### config.mk
export PLATFORM = sky130hd
export DESIGN_NAME = rtmq_cfg_loader
export DESIGN_NICKNAME = d
export VERILOG_FILES = /design/src/rtl/rtmq_cfg_loader_pkg.sv /design/src/rtl/rtmq_sync_fifo.sv /design/src/rtl/rtmq_cfg_loader.sv
export SDC_FILE = /design/constraint.sdc
export NUM_CORES = 1
export LEC_CHECK = 0
export ABC_AREA = 1
export ABC_CLOCK_PERIOD_IN_PS = 3200
export CORE_MARGIN = 2
export CORE_UTILIZATION = 46
export CTS_CLUSTER_DIAMETER = 150
export DETAILED_ROUTE_END_ITERATION = 6
export MAX_ROUTING_LAYER = met4
export PLACE_DENSITY = 0.63
export SLEW_MARGIN = 25
export SYNTH_ARGS = -nofsm -noshare
export SYNTH_HDL_FRONTEND = slang
export SYNTH_SLANG_ARGS = --single-unit
### constraint.sdc
create_clock -name clk -period 3.2 [get_ports clk]
set_clock_uncertainty 0.05 [all_clocks]
set_input_delay 0.48 -clock clk [delete_from_list [all_inputs] [get_ports clk]]
set_output_delay 0.48 -clock clk [all_outputs]
set_load 0.005 [all_outputs]
### src/rtl/rtmq_cfg_loader_pkg.sv
// rtmq_cfg_loader_pkg: shared constants and types for the
// RTMQ configuration-override loader.
package rtmq_cfg_loader_pkg;

  localparam int RTMQ_W_REG = 32;
  localparam int N_CFG_GAP  = 2;
  localparam int T_CFG_TMO  = 1000;

  typedef enum logic [1:0] {
    S_IDLE,
    S_FIRE,
    S_GAP
  } inj_state_t;

endpackage

### src/rtl/rtmq_sync_fifo.sv
// rtmq_sync_fifo: single-clock FIFO, head word visible on dout,
// occupancy on cnt, synchronous active-high reset.
module rtmq_sync_fifo
  import rtmq_cfg_loader_pkg::*;
#(
  parameter int W     = 32,
  parameter int DEPTH = 4
) (
  input  logic                       clk,
  input  logic                       rst,
  input  logic                       push,
  input  logic                       pop,
  input  logic [W-1:0]               din,
  output logic [W-1:0]               dout,
  output logic [$clog2(DEPTH):0]     cnt
);

  localparam int AW = $clog2(DEPTH);

  logic [W-1:0]  mem [DEPTH];
  logic [AW-1:0] wp;
  logic [AW-1:0] rp;
  logic          do_push;
  logic          do_pop;

  assign do_pop  = pop & (cnt != '0);
  assign do_push = push & ((cnt != (AW+1)'(DEPTH)) | do_pop);
  assign dout    = mem[rp];

  // storage array; contents need no reset
  always_ff @(posedge clk) begin
    if (do_push) mem[wp] <= din;
  end

  // pointers and occupancy
  always_ff @(posedge clk) begin
    if (rst) begin
      wp  <= '0;
      rp  <= '0;
      cnt <= '0;
    end else begin
      if (do_push) wp <= wp + AW'(1);
      if (do_pop)  rp <= rp + AW'(1);
      cnt <= cnt + (AW+1)'(do_push) - (AW+1)'(do_pop);
    end
  end

endmodule

### src/rtl/rtmq_cfg_loader.sv
// rtmq_cfg_loader: assembles host bytes into instructions and
// injects them into the core as spaced f_cfg pulses.
module rtmq_cfg_loader
  import rtmq_cfg_loader_pkg::*;
#(
  parameter int W_REG      = RTMQ_W_REG,
  parameter int FIFO_DEPTH = 4,
  parameter int N_GAP      = N_CFG_GAP,
  parameter int T_TMO      = T_CFG_TMO
) (
  input  logic             clk,
  input  logic             rst,
  input  logic [7:0]       rx_dat,
  input  logic             rx_vld,
  output logic             rx_rdy,
  input  logic             cfg_en,
  output logic             f_cfg,
  output logic [W_REG-1:0] cfg_ins,
  output logic             err_tmo,
  output logic             busy
);

  localparam int NB = W_REG / 8;
  localparam int BW = (NB > 1) ? $clog2(NB) : 1;
  localparam int TW = $clog2(T_TMO + 1);
  localparam int CW = $clog2(FIFO_DEPTH) + 1;
  localparam int GW = (N_GAP > 0) ? $clog2(N_GAP + 1) : 1;

  logic [W_REG-1:0] asm_q;
  logic [BW-1:0]    bcnt;
  logic [TW-1:0]    tmo_cnt;
  logic             err_q;
  logic [W_REG+7:0] cat;
  logic [W_REG-1:0] word;
  logic             accept;
  logic             last;
  logic             push;
  logic             tmo_hit;

  logic [CW-1:0]    fifo_cnt;
  logic [W_REG-1:0] fifo_dout;

  inj_state_t       state_q;
  inj_state_t       state_d;
  logic [GW-1:0]    gap_q;
  logic [GW-1:0]    gap_d;
  logic             pop;
  logic             avail;
  logic             f_cfg_q;
  logic [W_REG-1:0] ins_q;

  assign cat     = {asm_q, rx_dat};
  assign word    = cat[W_REG-1:0];
  assign rx_rdy  = ~rst & (fifo_cnt < CW'(FIFO_DEPTH));
  assign accept  = rx_vld & rx_rdy;
  assign last    = (bcnt == BW'(NB - 1));
  assign push    = accept & last;
  assign tmo_hit = (bcnt != '0) & (tmo_cnt == TW'(T_TMO - 1));
  assign avail   = cfg_en & (fifo_cnt != '0);

  rtmq_sync_fifo #(
    .W     (W_REG),
    .DEPTH (FIFO_DEPTH)
  ) u_fifo (
    .clk  (clk),
    .rst  (rst),
    .push (push),
    .pop  (pop),
    .din  (word),
    .dout (fifo_dout),
    .cnt  (fifo_cnt)
  );

  // byte assembly and partial-word timeout
  always_ff @(posedge clk) begin
    if (rst) begin
      asm_q   <= '0;
      bcnt    <= '0;
      tmo_cnt <= '0;
      err_q   <= 1'b0;
    end else begin
      err_q <= 1'b0;
      if (accept) begin
        asm_q   <= word;
        bcnt    <= last ? '0 : bcnt + BW'(1);
        tmo_cnt <= '0;
      end else if (tmo_hit) begin
        bcnt    <= '0;
        tmo_cnt <= '0;
        err_q   <= 1'b1;
      end else if (bcnt != '0) begin
        tmo_cnt <= tmo_cnt + TW'(1);
      end
    end
  end

  // injection next-state and pop decision
  always_comb begin
    state_d = state_q;
    gap_d   = gap_q;
    pop     = 1'b0;
    unique case (state_q)
      S_IDLE: begin
        if (avail) begin
          state_d = S_FIRE;
          pop     = 1'b1;
        end
      end
      S_FIRE: begin
        if (N_GAP == 0) begin
          state_d = avail ? S_FIRE : S_IDLE;
          pop     = avail;
        end else begin
          state_d = S_GAP;
          gap_d   = GW'(N_GAP);
        end
      end
      S_GAP: begin
        gap_d = gap_q - GW'(1);
        if (gap_q == GW'(1)) begin
          state_d = avail ? S_FIRE : S_IDLE;
          pop     = avail;
        end
      end
      default: state_d = S_IDLE;
    endcase
  end

  // injection state and registered strobe/instruction
  always_ff @(posedge clk) begin
    if (rst) begin
      state_q <= S_IDLE;
      gap_q   <= '0;
      f_cfg_q <= 1'b0;
      ins_q   <= '0;
    end else begin
      state_q <= state_d;
      gap_q   <= gap_d;
      f_cfg_q <= pop;
      ins_q   <= pop ? fifo_dout : '0;
    end
  end

  assign f_cfg   = f_cfg_q;
  assign cfg_ins = ins_q;
  assign err_tmo = err_q;
  assign busy    = (bcnt != '0) | (fifo_cnt != '0) | f_cfg_q;

endmodule

# Yosys cells after proc, flatten, opt, wreduce, memory -nomap -nowiden
# Memory sizes are Yosys's and may differ from the RTL's. A register that Yosys moved wholly into a read port is not among the register bits.
# Index checks and enable logic that the tools add are counted.
classes:
  mux: 14
  reduce_logical: 9
  eq_ne: 8
  addsub: 7
  bitwise_logic: 12
  magnitude_cmp: 1
ops:
  columns: ["operator", "count"]
  rows:
  - ["$add A10 B1 Y10 const B", 1]
  - ["$eq A10 B10 Y1 const B", 1]
  - ["$mux W2", 5]
  - ["$and A1 B1 Y1", 7]
  - ["$add A2 B1 Y2 const B", 3]
  - ["$mux W1", 6]
  - ["$pmux W2 S3", 1]
  - ["$reduce_bool A2 Y1", 3]
  - ["$eq A2 B1 Y1 const B", 2]
  - ["$eq A2 B2 Y1 const B", 2]
  - ["$ne A2 B2 Y1 const B", 2]
  - ["$pmux W2 S2", 1]
  - ["$reduce_or A2 Y1", 2]
  - ["$add A3 B1 Y3", 1]
  - ["$lt A3 B3 Y1 const B", 1]
  - ["$ne A3 B3 Y1 const B", 1]
  - ["$or A1 B1 Y1", 3]
  - ["$reduce_bool A3 Y1", 1]
  - ["$reduce_or A3 Y1", 1]
  - ["$sub A3 B1 Y3", 1]
  - ["$logic_not A2 Y1", 1]
  - ["$not A1 Y1", 2]
  - ["$pmux W1 S2", 1]
  - ["$reduce_and A2 Y1", 1]
  - ["$sub A2 B1 Y2 const B", 1]
word_totals:
  out_inout_bits: 36
  word_cells: 62
  reg_bits: 49
  mem_bits_rw: 128
  memories: 1
  input_bits: 12
memory_table:
  columns: ["memory", "depth", "width", "rd", "rd_clocked_by_memory_dff", "write_ports", "line", "source"]
  rows:
  - ["u_fifo.mem", 4, 32, 1, 1, 1, "rtmq_sync_fifo.sv:20", "logic [W-1:0] mem [DEPTH];"]

# Depth between registers and ports, before layout
# Gate-level depths: netlist of the first run.
logic_depth:
  depth_word: 9
  mapped_depth: 12
  mapped_depth_nobuf: 12

# Cells and area by module
# A second synthesis of the first run with hierarchy kept.
hier_totals:
  cells_unflattened: 709
  hier_area_um2: 7973.9
modules_own_cells:
  columns: ["module", "seq_area_each_um2", "n_inst", "area_per_inst_um2", "cells_per_inst"]
  rows:
  - ["rtmq_sync_fifo", 4023.9, 1, 5265.0, 379]
  - ["rtmq_cfg_loader", 1481.4, 1, 2708.8, 330]

# Worst setup path after synthesis of the first run
# No wires, ideal clock.
synth_timing:
  kind: "input to register"
  start: "input rst"
  end: "memory u_fifo.mem[0][0] (enable)"
  setup_ns: 0.421
  path_buffers: 1
  cell_stages: 6
  arrival_ns: 2.358
  required_ns: 2.729
  slack_ns: 0.371
  cell_sequence: "nor2_2 > nand2_4 > buf_12 > inv_16 > nand2_8 > nor2_1"
synth_between:
  elab_chain_len: 7
synth_lines:
  columns: ["item", "line", "source"]
  rows:
  - ["start: declaration", "rtmq_cfg_loader.sv:12", "input logic rst,"]
  - ["$not A1 Y1", "rtmq_cfg_loader.sv:54", "assign rx_rdy = ~rst & (fifo_cnt < CW'(FIFO_DEPTH));"]
  - ["$and A1 B1 Y1", "rtmq_cfg_loader.sv:54", null]
  - ["$and A1 B1 Y1", "rtmq_cfg_loader.sv:55", "assign accept = rx_vld & rx_rdy;"]
  - ["$and A1 B1 Y1", "rtmq_cfg_loader.sv:57", "assign push = accept & last;"]
  - ["$and A1 B1 Y1", "rtmq_sync_fifo.sv:27", "assign do_push = push & ((cnt != (AW+1)'(DEPTH)) | do_pop);"]
  - ["$mux W1", "rtmq_sync_fifo.sv:32", "if (do_push) mem[wp] <= din;"]
  - ["$mux W1 (implied by the code)", "rtmq_sync_fifo.sv:32", null]
  - ["end: declaration", "rtmq_sync_fifo.sv:20", null]
# No other way between the ends.

# Final worst setup path of the first run
layout_timing:
  start: "register bcnt[0]"
  end: "output busy"
layout_between:
  elab_chain_len: 3
layout_lines:
  columns: ["item", "line", "source"]
  rows:
  - ["start: declaration", "rtmq_cfg_loader.sv:30", "logic [BW-1:0] bcnt;"]
  - ["start signal: assignment", "rtmq_cfg_loader.sv:85", "bcnt <= last ? '0 : bcnt + BW'(1);"]
  - ["$reduce_bool A2 Y1", "rtmq_cfg_loader.sv:147", "assign busy = (bcnt != '0) | (fifo_cnt != '0) | f_cfg_q;"]
  - ["$or A1 B1 Y1 (2 in a row)", "rtmq_cfg_loader.sv:147", null]
  - ["end: declaration", "rtmq_cfg_loader.sv:20", "output logic busy"]
# No other way between the ends.

==> reports/qor.csv, run 1 <==
metric,value,unit
DP Area,8650,um2
most frequent cells in the layout,"nor2_1 (146), edfxtp_1 (128), dfxtp_1 (80), o21ai_0 (56), clkdlybuf4s50_1 (47)",
setup_tns,0,ns
Synthesis Warnings,0,
initial antenna violation count,0,
area grow syn2layout,17.4,%
largest net degree at the start of global routing,68,
Initial Utilization,0.467,
ANT cells,0,
"Hold Vio Cnt, Final",0,
# nets final,761,
hold-fix buffers at CTS,0,
IO Port Bufs,47,
Top Ports,48,
Post-DP HPWL,8720,um
mapped cell area,8020,um2
final worst path period share,0.843,
Lkg Pwr,3.31,nW
Mean Syn Cell Area,11.8,um2
"Setup violations, final",0,
Core Area,17200,um2
"Top FF cell, synth",edfxtp_1,
data required time of the critical path,2.67,ns
H-Tree Depth,1,
Die ar.,18500,um2
routed via count,4902,
setup ws final,0.502,ns
"Seq/Total Area, Yosys",0.682,
CTS max path bufs,3,
CTS buffer count,23,
critical path arrival,2.17,ns
GRT Total Usage,0.174,
outcome,"finished, final reports clean",
CP max FO,7,
Fmax achieved,371,MHz
post-synth cell types,42,
root buf cell,clkbuf_16,
clock-pin slew on the worst setup and hold paths,0.06,ns
Slew Limit Fails,0,
Max Cap Violations,0,
number of DRC markers in iteration 0,288,
first-pass GRT wire length,24100,um
Synth Instances,682,
final instance area,9420,um2
Post-CTS Setup Bufs,0,
row cnt,48,
worst rel slew slack,0.455,
Clock Latency Late Sink,0.50,ns
# fillers,1461,
hold crit path type,reg -> reg,
"most common cell after layout, fill and taps aside",nor2_1,
DR DRC count,0,
Async SR Flop Fraction,0,
Post-DRT Antenna Nets,0,
Worst-Margin Slew,0.817,ns
total wire length,15200,um
peak supply drop,0.000459,V
drt wl/cell,15.5,um
syn nets,709,
Die W,136,um
first-pass iteration count of the detailed router,4,
post-layout min period,2.70,ns
Worst setup SP type,flop,
Crit Path Category,reg -> out,
Multi-input gate area,2140,um2
GRT overflow,0,
vias in the first global route,4804,
register area,5470,um2
"EDFF count, synth",128,
Die Ht,136,um
post-CTS sizing,0,
share of layout cells above drive strength 1,0.152,
crit end category,output pin,
number of synthesized register bits,209,
GP Congestion,0.789,
vias per cell,5.02,
Power Density,724,nW/um2
RSZ-0062 raised after global routing,no,
Post-Place Worst Slack,0.514,ns
CTS tree,built,
clk sinks,209,
## stage by stage
step / util / total power [mW] / hold slack, ns / cells
5_1_grt: 0.548 / 7.13 / 0.454 / 976
2_1_floorplan: - / 3.94 / 0.393 / 682
6_report: 0.548 / 6.82 / 0.427 / 976
3_5_place_dp: 0.504 / 4.26 / 0.418 / 934
3_3_place_gp: 0.504 / 4.22 / 0.407 / 934
4_1_cts: 0.548 / 6.90 / 0.429 / 976
## sequential cells by signal, indices dropped and copies added, names as in the netlist
register	cells
tmo_cnt	10
gap_q	2
asm_q	24
err_tmo	1
state_q	2
u_fifo.wp	2
cfg_ins	32
u_fifo.mem	128
f_cfg	1
u_fifo.cnt	3
bcnt	2
u_fifo.rp	2
## critical path, cell delays in order, from the launching register on
cell and delay, ns:
dfxtp_1 0.33, inv_1 0.08, ha_1 0.32, inv_2 0.12
or3_1 0.37, clkdlybuf4s50_1 0.45
## cells in the mapped netlist, types with 6 or more instances
cell,instances,area [um2]
nor2_1,150,563
edfxtp_1,128,3840
dfxtp_1,81,1620
o21ai_0,56,280
inv_1,46,173
nand2_1,43,161
a21oi_2,35,307
o21ai_1,33,165
ha_1,14,175
a21oi_1,11,55.1
clkbuf_1,8,30.0
o22ai_2,8,100
nand3_1,7,35.0
buf_2,6,30.0
buf_6,6,67.6
inv_2,6,22.5
## final timing paths
check	start	endpoint	slack (ns)	depth (start not counted)
worst min-delay path	tmo_cnt[7]$_SDFFE_PP0P_	tmo_cnt[7]$_SDFFE_PP0P_	0.43	2
worst max-delay path	bcnt[0]$_SDFFE_PP0P_	busy	0.50	5
worst max register to register	state_q[0]$_SDFFE_PP0P_	u_fifo.cnt[2]$_SDFF_PP0_	0.72	12
worst min register to register	tmo_cnt[7]$_SDFFE_PP0P_	tmo_cnt[7]$_SDFFE_PP0P_	0.43	2
## layer usage
layer,part of all wire,GRT usage
met5,0,-
met4,0.023,0.0527
met1,0.43,0.208
met3,0.053,0.0313
met2,0.50,0.300
## power breakdown
| part | total [mW] | switching (mW) | internal (mW) |
|---|---|---|---|
| logic | 1.10 | 0.701 | 0.403 |
| clock network | 2.63 | 1.02 | 1.61 |
| registers | 3.08 | 0.0843 | 3.00 |
| total | 6.82 | 1.81 | 5.01 |
## cell type report
type,instances,share of cell area
Clock buffer,28,0.0652
Clock inverter,14,0.0161
Inverter,58,0.0252
Multi-Input combinational cell,388,0.227
Sequential cell,209,0.581
Tap cell,225,0.0299
Timing Repair Buffer,54,0.0555
## logic make-up after synthesis
| logic type | count (synthesis) | share of synthesized area |
|---|---|---|
| compound gates | 147 | 0.117 |
| xor+xnor | 3 | 0.00328 |
| fa+ha+maj | 15 | 0.0243 |
| buf+inv | 85 | 0.0527 |
| flops | 209 | 0.682 |
| simple gates | 223 | 0.121 |
Power figures use the tool's default switching activity.
==> inputs of run 2 (changes only) <==
Settings changed: ABC_CLOCK_PERIOD_IN_PS 3200 to 2730.
Clock period 3.2 ns to 2.73 ns, I/O delays scaled along.
==> run 2 against run 1 <==
Sequential share of layout area down 0.23 points. Non-clock buffer count up 5. Routed wire length down 1.7%. Combinational power up 19%. Via count down 1.4%. Clock power up 10%. Highest routed layer unchanged. Final area up 0.40%. Register-to-register slack worse by 0.44 ns. Power up 15%.
==> reports/qor.csv, run 2 (same netlist as run 1, synthesis figures left out) <==
metric,value,unit,change
setup ws final,0.189,ns,-0.312 ns
hold-fix buffers at CTS,0,,unchanged
Post-Place Worst Slack,0.228,ns,-0.286 ns
routed via count,4832,,-1.4%
outcome,"finished, final reports clean",,
# nets final,765,,+0.53%
post-layout min period,2.54,ns,
dpl cells,939,,+0.54%
H-Tree Depth,1,,unchanged
Clock Latency Late Sink,0.49,ns,about the same
HP Start,gap_q[0]$_SDFFE_PP0P_,,
CP Launch Point,bcnt[1]$_SDFFE_PP0P_,,
GP Congestion,0.812,,+2.9%
GRT Total Usage,0.173,,-0.00114
Slew Limit Fails,0,,unchanged
r2r startpoint,state_q[0]$_SDFFE_PP0P_,,
Finished Core Util,0.550,,+0.00218
"Hold Vio Cnt, Final",0,,unchanged
Max stage delay on crit path,0.45,ns,about the same
share of layout cells above drive strength 1,0.154,,+0.00205
crit end category,output pin,,
Layout Cells excl Fill,979,,+0.31%
max reg flops,128,,unchanged
"most common cell after layout, fill and taps aside",nor2_1,,
critical path arrival,2.08,ns,-0.09 ns
wl on met1,6560,um,+1.6%
clk sinks,209,,unchanged
Post-CTS Setup Bufs,0,,unchanged
clock-pin slew on the worst setup and hold paths,0.06,ns,about the same
IO Port Bufs,47,,unchanged
Post-DP HPWL,8840,um,+1.4%
Top Ports,48,,unchanged
Die W,136,um,unchanged
Crit Path Category,reg -> out,,
Die ar.,18500,um2,unchanged
Core Area,17200,um2,unchanged
total power,7.82,mW,+15%
drt wl/cell,15.2,um,-2.0%
Post-DRT Antenna Nets,0,,unchanged
most frequent cells in the layout,"nor2_1 (146), edfxtp_1 (128), dfxtp_1 (80), o21ai_0 (56), clkdlybuf4s50_1 (47)",,
first-pass GRT wire length,24100,um,-0.29%
first-pass iteration count of the detailed router,5,,+1
CTS tree,built,,
Top reg by flops,u_fifo.mem,,
data required time of the critical path,2.27,ns,-0.40 ns
area grow syn2layout,17.9,%,
CP max FO,7,,unchanged
Die Ht,136,um,unchanged
Power Density,827,nW/um2,+14%
number of DRC markers in iteration 0,306,,+6.3%
row cnt,48,,unchanged
Post-Route Hold Slack,0.424,ns,-0.00297 ns
root buf cell,clkbuf_16,,
total wire length,14900,um,-1.7%
largest net degree at the start of global routing,68,,unchanged
ANT cells,0,,unchanged
"Setup violations, final",0,,unchanged
CTS buffer count,22,,-4.3%
hold crit path type,reg -> reg,,
Worst-Margin Slew,0.770,ns,-0.0478 ns
final worst path period share,0.931,,
Worst setup SP type,flop,,
GRT overflow,0,,unchanged
vias in the first global route,4864,,+1.2%
worst rel slew slack,0.486,,+0.0311
Fmax achieved,394,MHz,
met2 wire length,7440,um,-1.3%
top routing layer used,met4,,
Max Cap Violations,0,,unchanged
peak supply drop,0.000610,V,+33%
CP cell instances,inv_1 -> ha_2 -> inv_2 -> or3_1 -> clkdlybuf4s50_1,,
RSZ-0062 raised after global routing,no,,
CTS max path bufs,3,,unchanged
"Max stage delay cell, worst path",clkdlybuf4s50_1,,
initial antenna violation count,0,,unchanged
vias per cell,4.94,,-1.7%
DR DRC count,0,,unchanged
Lkg Pwr,3.32,nW,+0.35%
metal3 WL,560,um,-30%
Initial Utilization,0.467,,unchanged
-- run 2: report_power, final --
| group | internal, mW | switching, mW |
|---|---|---|
| logic | 0.481 | 0.831 |
| clock network | 1.76 | 1.14 |
| registers | 3.51 | 0.0967 |
-- run 2: through the flow --
step	TNS (ns)	cell area [um2]
floorplan	-3.69	8020
global placement	0	8740
detailed placement	0	8740
CTS	0	9450
global route	0	9450
finish	0	9450
-- run 2: critical path, delay by kind of cell, from the launching register on --
| family | cells | cell delay [ns] |
|---|---|---|
| buffers and inverters | 3 | 0.63 |
| AND/OR/NAND/NOR | 1 | 0.37 |
| flip-flops | 1 | 0.31 |
| adder cells (fa/ha/maj) | 1 | 0.27 |
-- run 2: layout make-up --
cell class | instances | area [um2]
fill | 1443 | 7720
sequential | 209 | 5470
multi-input combinational | 388 | 2140
clock buffer | 30 | 612
timing repair buffer | 59 | 611
tap | 225 | 282
inverter | 58 | 238
clock inverter | 10 | 101
-- run 2: worst paths after layout --
path | slack [ns] | cells after the start | end
worst max-delay path | 0.19 | 5 | busy
worst min-delay path | 0.42 | 1 | gap_q[0]$_SDFFE_PP0P_
worst max register to register | 0.28 | 12 | u_fifo.cnt[2]$_SDFF_PP0_
worst min register to register | 0.42 | 1 | gap_q[0]$_SDFFE_PP0P_
-- run 2: per-layer routing --
layer,up-vias,global-route usage
met3,24,0.0246
met5,-,-
met4,0,0.0619
li1,2422,-
met1,2294,0.207
met2,92,0.298
-- run 2: repair_timing --
item,CTS,global route
endpoints found under the setup margin,0,1
gates resized for setup,0,1
endpoints found under the hold margin,0,0
